File: config.mk
export PLATFORM = sky130hd
export DESIGN_NAME = pipe_ctrl_flat
export DESIGN_NICKNAME = d
export VERILOG_FILES = /design/src/rtl/pipe_ctrl_if.sv /design/src/rtl/pipe_ctrl.sv /design/src/flat_wrapper.sv
export SDC_FILE = /design/constraint.sdc
export NUM_CORES = 1
export LEC_CHECK = 0
export BUFFER_PORTS_ARGS = -buffer_cell sky130_fd_sc_hd__buf_2
export CAP_MARGIN = 20
export CORE_UTILIZATION = 60
export CTS_BUF_LIST = sky130_fd_sc_hd__clkbuf_4 sky130_fd_sc_hd__clkbuf_8
export DETAILED_ROUTE_END_ITERATION = 10
export PLACE_DENSITY = 0.87
export SLEW_MARGIN = 25
export SYNTH_ARGS = -nofsm -noshare
export SYNTH_HDL_FRONTEND = slang
export SYNTH_SLANG_ARGS = --single-unit
export TNS_END_PERCENT = 1
File: constraint.sdc
create_clock -name clk_i -period 4.4 [get_ports clk_i]
set_input_delay 0 -clock clk_i [delete_from_list [all_inputs] [get_ports clk_i]]
set_output_delay 0 -clock clk_i [all_outputs]
set_load 0.01 [all_outputs]
File: src/rtl/pipe_ctrl_if.sv
// Hazard/branch/memory status from the pipeline stages and the stage control
// enables returned by pipe_ctrl.
interface pipe_ctrl_if;
  logic       ex_memread_i;
  logic [4:0] ex_rd_i;
  logic [4:0] id_rs1_i;
  logic [4:0] id_rs2_i;
  logic       id_use_rs2_i;
  logic       id_branch_taken_i;
  logic       mem_req_i;
  logic       mem_ack_i;
  logic       pc_write_o;
  logic       ifid_write_o;
  logic       ifid_flush_o;
  logic       idex_bubble_o;
  logic       pipe_stall_o;
  logic       err_o;
  logic [15:0] stall_cnt_o;
  logic [15:0] flush_cnt_o;

  // Controller side
  modport slave (
    input  ex_memread_i, ex_rd_i, id_rs1_i, id_rs2_i, id_use_rs2_i,
    input  id_branch_taken_i, mem_req_i, mem_ack_i,
    output pc_write_o, ifid_write_o, ifid_flush_o, idex_bubble_o, pipe_stall_o,
    output err_o, stall_cnt_o, flush_cnt_o
  );

  // Pipeline side
  modport master (
    output ex_memread_i, ex_rd_i, id_rs1_i, id_rs2_i, id_use_rs2_i,
    output id_branch_taken_i, mem_req_i, mem_ack_i,
    input  pc_write_o, ifid_write_o, ifid_flush_o, idex_bubble_o, pipe_stall_o,
    input  err_o, stall_cnt_o, flush_cnt_o
  );
endinterface

File: src/rtl/pipe_ctrl.sv
// Pipeline hazard controller: load-use interlock, taken-branch flush, data
// memory miss stall with timeout abort, and saturating stall/flush counters.
module pipe_ctrl #(
  parameter int unsigned TIMEOUT = 256
) (
  input logic        clk_i,
  input logic        rst_i,
  pipe_ctrl_if.slave bus
);

  localparam logic [15:0] WaitLast = 16'(TIMEOUT - 1);
  localparam logic [15:0] CntMax   = 16'hFFFF;

  typedef enum logic [0:0] {StRun, StMemWait} state_e;

  state_e      state_q, state_d;
  logic [15:0] wait_q, wait_d;
  logic        err_q, err_d;
  logic [15:0] stall_cnt_q, stall_cnt_d;
  logic [15:0] flush_cnt_q, flush_cnt_d;

  logic hazard, memstall;
  logic pc_write, ifid_write, ifid_flush, idex_bubble, pipe_stall;

  // Load-use: the EX load writes a register the ID instruction actually reads.
  assign hazard = bus.ex_memread_i && (bus.ex_rd_i != 5'd0) &&
                  ((bus.ex_rd_i == bus.id_rs1_i) ||
                   (bus.id_use_rs2_i && (bus.ex_rd_i == bus.id_rs2_i)));

  assign memstall = ((state_q == StRun) && bus.mem_req_i && !bus.mem_ack_i) ||
                    ((state_q == StMemWait) && !bus.mem_ack_i);

  always_comb begin
    pc_write    = 1'b1;
    ifid_write  = 1'b1;
    ifid_flush  = 1'b0;
    idex_bubble = 1'b0;
    pipe_stall  = 1'b0;
    if (!rst_i) begin
      pc_write    = 1'b0;
      ifid_write  = 1'b0;
      ifid_flush  = 1'b1;
      idex_bubble = 1'b1;
    end else if (memstall) begin
      pc_write   = 1'b0;
      ifid_write = 1'b0;
      pipe_stall = 1'b1;
    end else if (hazard) begin
      // A taken branch seen alongside a hazard is picked up again next cycle.
      pc_write    = 1'b0;
      ifid_write  = 1'b0;
      idex_bubble = 1'b1;
    end else if (bus.id_branch_taken_i) begin
      ifid_flush = 1'b1;
    end
  end

  always_comb begin
    state_d = state_q;
    wait_d  = wait_q;
    err_d   = err_q;
    unique case (state_q)
      StRun: begin
        if (bus.mem_req_i && !bus.mem_ack_i) begin
          state_d = StMemWait;
          wait_d  = 16'd0;
        end
      end
      StMemWait: begin
        if (bus.mem_ack_i) begin
          state_d = StRun;
        end else if (wait_q == WaitLast) begin
          err_d   = 1'b1;
          state_d = StRun;
        end else begin
          wait_d = wait_q + 16'd1;
        end
      end
      default: state_d = StRun;
    endcase
  end

  always_comb begin
    stall_cnt_d = stall_cnt_q;
    flush_cnt_d = flush_cnt_q;
    if (!pc_write && (stall_cnt_q != CntMax)) begin
      stall_cnt_d = stall_cnt_q + 16'd1;
    end
    if (ifid_flush && (flush_cnt_q != CntMax)) begin
      flush_cnt_d = flush_cnt_q + 16'd1;
    end
  end

  always_ff @(posedge clk_i) begin
    if (!rst_i) begin
      state_q     <= StRun;
      wait_q      <= 16'd0;
      err_q       <= 1'b0;
      stall_cnt_q <= 16'd0;
      flush_cnt_q <= 16'd0;
    end else begin
      state_q     <= state_d;
      wait_q      <= wait_d;
      err_q       <= err_d;
      stall_cnt_q <= stall_cnt_d;
      flush_cnt_q <= flush_cnt_d;
    end
  end

  assign bus.pc_write_o    = pc_write;
  assign bus.ifid_write_o  = ifid_write;
  assign bus.ifid_flush_o  = ifid_flush;
  assign bus.idex_bubble_o = idex_bubble;
  assign bus.pipe_stall_o  = pipe_stall;
  assign bus.err_o         = err_q;
  assign bus.stall_cnt_o   = stall_cnt_q;
  assign bus.flush_cnt_o   = flush_cnt_q;

endmodule

File: src/flat_wrapper.sv
// flat-port wrapper written by rule: the top's interface ports become plain ports
module pipe_ctrl_flat 
#(
  parameter int unsigned TIMEOUT = 256
)
  (clk_i, rst_i, bus_ex_memread_i, bus_ex_rd_i, bus_id_rs1_i, bus_id_rs2_i, bus_id_use_rs2_i, bus_id_branch_taken_i, bus_mem_req_i, bus_mem_ack_i, bus_pc_write_o, bus_ifid_write_o, bus_ifid_flush_o, bus_idex_bubble_o, bus_pipe_stall_o, bus_err_o, bus_stall_cnt_o, bus_flush_cnt_o);
  pipe_ctrl_if bus_i ();
  input logic clk_i;
  input logic rst_i;
  input wire logic [$bits(bus_i.ex_memread_i)-1:0] bus_ex_memread_i;
  input wire logic [$bits(bus_i.ex_rd_i)-1:0] bus_ex_rd_i;
  input wire logic [$bits(bus_i.id_rs1_i)-1:0] bus_id_rs1_i;
  input wire logic [$bits(bus_i.id_rs2_i)-1:0] bus_id_rs2_i;
  input wire logic [$bits(bus_i.id_use_rs2_i)-1:0] bus_id_use_rs2_i;
  input wire logic [$bits(bus_i.id_branch_taken_i)-1:0] bus_id_branch_taken_i;
  input wire logic [$bits(bus_i.mem_req_i)-1:0] bus_mem_req_i;
  input wire logic [$bits(bus_i.mem_ack_i)-1:0] bus_mem_ack_i;
  output wire logic [$bits(bus_i.pc_write_o)-1:0] bus_pc_write_o;
  output wire logic [$bits(bus_i.ifid_write_o)-1:0] bus_ifid_write_o;
  output wire logic [$bits(bus_i.ifid_flush_o)-1:0] bus_ifid_flush_o;
  output wire logic [$bits(bus_i.idex_bubble_o)-1:0] bus_idex_bubble_o;
  output wire logic [$bits(bus_i.pipe_stall_o)-1:0] bus_pipe_stall_o;
  output wire logic [$bits(bus_i.err_o)-1:0] bus_err_o;
  output wire logic [$bits(bus_i.stall_cnt_o)-1:0] bus_stall_cnt_o;
  output wire logic [$bits(bus_i.flush_cnt_o)-1:0] bus_flush_cnt_o;
  assign bus_i.ex_memread_i = bus_ex_memread_i;
  assign bus_i.ex_rd_i = bus_ex_rd_i;
  assign bus_i.id_rs1_i = bus_id_rs1_i;
  assign bus_i.id_rs2_i = bus_id_rs2_i;
  assign bus_i.id_use_rs2_i = bus_id_use_rs2_i;
  assign bus_i.id_branch_taken_i = bus_id_branch_taken_i;
  assign bus_i.mem_req_i = bus_mem_req_i;
  assign bus_i.mem_ack_i = bus_mem_ack_i;
  assign bus_pc_write_o = bus_i.pc_write_o;
  assign bus_ifid_write_o = bus_i.ifid_write_o;
  assign bus_ifid_flush_o = bus_i.ifid_flush_o;
  assign bus_idex_bubble_o = bus_i.idex_bubble_o;
  assign bus_pipe_stall_o = bus_i.pipe_stall_o;
  assign bus_err_o = bus_i.err_o;
  assign bus_stall_cnt_o = bus_i.stall_cnt_o;
  assign bus_flush_cnt_o = bus_i.flush_cnt_o;
  pipe_ctrl #(.TIMEOUT(TIMEOUT)) u_core (.clk_i(clk_i), .rst_i(rst_i), .bus(bus_i));
endmodule
==> results.md <==
- # port buffers: 59
- GRT Total Usage: 0.262
- Worst-path clk slew: 0.08 ns
- Primary FF master, synth: dfxtp_1
- Final RePlAce weighted congestion: ~0.8
- Fin Hold WS: 0.130 ns
- Critical path type: flop to flop
- Hold buffer count at cts: 0
- Clock buffer depth: 2
- # nets final: 404
- DRC viols: 0
- Clock Latency Late Sink: 0.30 ns
- Proportion of layout cells with a drive suffix above 1: 0.195
- Initial Utilization: 0.643
- Req. time, crit path: 4.55 ns
- Filler cell count: about 330
- CTS tree: built
- Async set-or-reset flop fraction in the synthesized netlist: 0
- Setup TNS: 0 ns
- Post-Layout Cell Count: 429
- EDFF count, synth: 0
- Post-DR wirelength/cell: 14.1 microns
- Critical path arrival: around 2.4 ns
- Family with the most delay on the worst path: simple AND/OR/NAND/NOR gates
- Clock sinks: 50
- GR Layer Usage met2: 0.450
- Tightest Pin Transition: 1.00 ns
- Die Width: 68.6 microns
- Syn Nets: approximately 350
- Vias in the first global route: 2166
- GR Overflow Total: 0
- Grt peak-use layer: met2
- Status: complete, no violations
- Worst hold-check path type: input pin to flop
- WL final: 6060 microns
- Pwr dens: 263 nW/um^2
- Final worst path period share: 0.506
- Layout Utilization: 0.737
- Fmax: roughly 0.45 GHz
- DR pass1 iterations: 4
- Max transition margin: 0.328
- Mapped Cells: roughly 330
- Commonest cells after routing, fill and taps aside: 59 x buf_2, 50 x dfxtp_1, 28 x a21oi_1
- I/O pin total: 60
- Syn-to-layout area delta: 14.6%
- VDD IR max: 0.138 mV
- Cell Chain, Critical Path: nor4_1 > nand3_1 > o31ai_2 > nor3_1 > xnor2_1 > nor2_1
- Sequential share of the synthesized area: 0.376
- Root Buffer: clkbuf_8
- RSZ-0062 raised after global routing: false
- CP startpoint kind: flop
- Clk_skew: just under 0.006 ns
- Crit path time final: roughly 2.2 ns
- Commonest non-fill, non-tap cell in the layout: buf_2
- Synthesized area: between 2000 and 3000 sq um
- Ys Warns: 0
- Row count: 23
- Final Hold Fails: 0
- HPWL after DPL: 4330 microns
- Cell total after placement: 422
- Core area: 4140 sq um
- CP Max Fanout: 10
- Die H: 68.6 microns
- First-pass GRT wire length: about 9200 microns
- Lkg Pwr: 1.09 nW
- Vias: roughly 2600
- Antenna-violating nets left: 0
- Synth Register Bits: 50
- Crit-path slowest cell: o31ai_2
- Fin. max-slew vios: 0
- Total CTS buffers: 5
- DR iter-0 viols: 114
- Max-cap violations: 0
- Buf/Inv on CP: 0
- Initial antenna violation count: 0
- DIE AREA: 4710 sq um
- Syn_area_per_cell: 8.18 sq um
- M1 GR Usage: 0.309
- Final Setup Violations: 0
- Post_cts resized: 0
- Setup repair bufs after CTS: 0
- CP max stage delay: 0.65 ns
- Met3 GRT Util: 0.0543
- CTS H-tree depth: 2
- CP Capture Type: flop
- Largest net degree at the start of global routing: 30
- Yosys cell types: 49
- Via/cell ratio: roughly 6.1
- # diodes: 0
-- cell families (layout without fill, tap and decap cells) --
family	count (synthesis)	after routing	synth area share
and+or+nand+nor	145	145	0.291
adders and majority gates	3	3	0.0141
DFF	50	50	0.376
AOI/OAI and AO/OA	67	67	0.163
buffers and inverters	29	82	0.0465
xor gates and xnor gates	22	22	0.0723
muxes	10	10	0.0380
-- state kept, by name, indices dropped and copies added, names as in the netlist --
register / count
u_core.bus.err_o: 1
u_core.bus.flush_cnt_o: 16
u_core.bus.stall_cnt_o: 16
u_core.state_q: 1
u_core.wait_q: 16
-- metrics by stage --
| step | cell area (sq um) | total power [mW] | setup slack, ns |
|---|---|---|---|
| 6_report | 3060 | 0.805 | 2.17 |
| 5_1_grt | 3060 | 0.839 | 1.91 |
| 4_1_cts | 3050 | 0.809 | 1.92 |
| 3_5_place_dp | 2970 | 0.561 | 1.95 |
| 3_3_place_gp | 2970 | 0.558 | 2.13 |
| 2_1_floorplan | 2670 | 0.532 | 2.45 |
-- synthesized netlist by cell type, types with 6 or more instances --
master	count	area, sq um
nand2_1	26	97.6
clkbuf_1	9	33.8
nand3_1	22	110
or3_1	14	87.6
inv_1	15	56.3
mux2i_1	9	90.1
nand2b_1	6	37.5
nor3_1	8	40.0
o21ai_0	14	70.1
xnor2_1	19	166
or4_1	9	67.6
o31ai_1	10	75.1
dfxtp_1	50	1000
a21oi_1	28	140
nor4_1	12	75.1
nor2_1	24	90.1
nand4_1	8	50.1
-- path summary, 6_finish.rpt --
kind / endpoint / start / slack [ns] / depth (start not counted)
worst max-delay path: u_core.wait_q[11]$_SDFFE_PN0P_ / u_core.wait_q[8]$_SDFFE_PN0P_ / 2.17 / 6
worst min-delay path: u_core.bus.err_o$_SDFFE_PN0P_ / bus_mem_ack_i / 0.13 / 4
worst max register to register: u_core.wait_q[11]$_SDFFE_PN0P_ / u_core.wait_q[8]$_SDFFE_PN0P_ / 2.17 / 6
worst min register to register: u_core.bus.stall_cnt_o[10]$_SDFFE_PN0P_ / u_core.bus.stall_cnt_o[10]$_SDFFE_PN0P_ / 0.48 / 2
-- routing by layer --
metal,wire length (microns),share of wire
met4,148,0.024
met2,2920,0.48
met5,0,0
met1,2620,0.43
met3,369,0.061
-- power by group --
part | leakage, nW | internal, mW | switching (mW)
combinational | 0.647 | 0.0322 | 0.0527
sequential | 0.403 | 0.457 | 0.00906
clock | 0.0438 | 0.107 | 0.146
total | 1.09 | 0.597 | 0.208
-- area by class of cell --
type / instances / area [sq um] / area share
repair buffers: 59 / 295 / 0.0966
flip-flops and latches: 50 / 1000 / 0.328
multi-input cells: 247 / 1560 / 0.509
clock inverters: 2 / 10.0 / 0.00328
inverters: 16 / 61.3 / 0.0201
clock buffers: 5 / 68.8 / 0.0225
well taps: 50 / 62.6 / 0.0205
-- worst min-delay path: stages --
cell     delay [ns]
buf_2          0.13
nor2_1         0.07
a21oi_1        0.14
nor2_1         0.05
(Power assumes the default switching activity.)
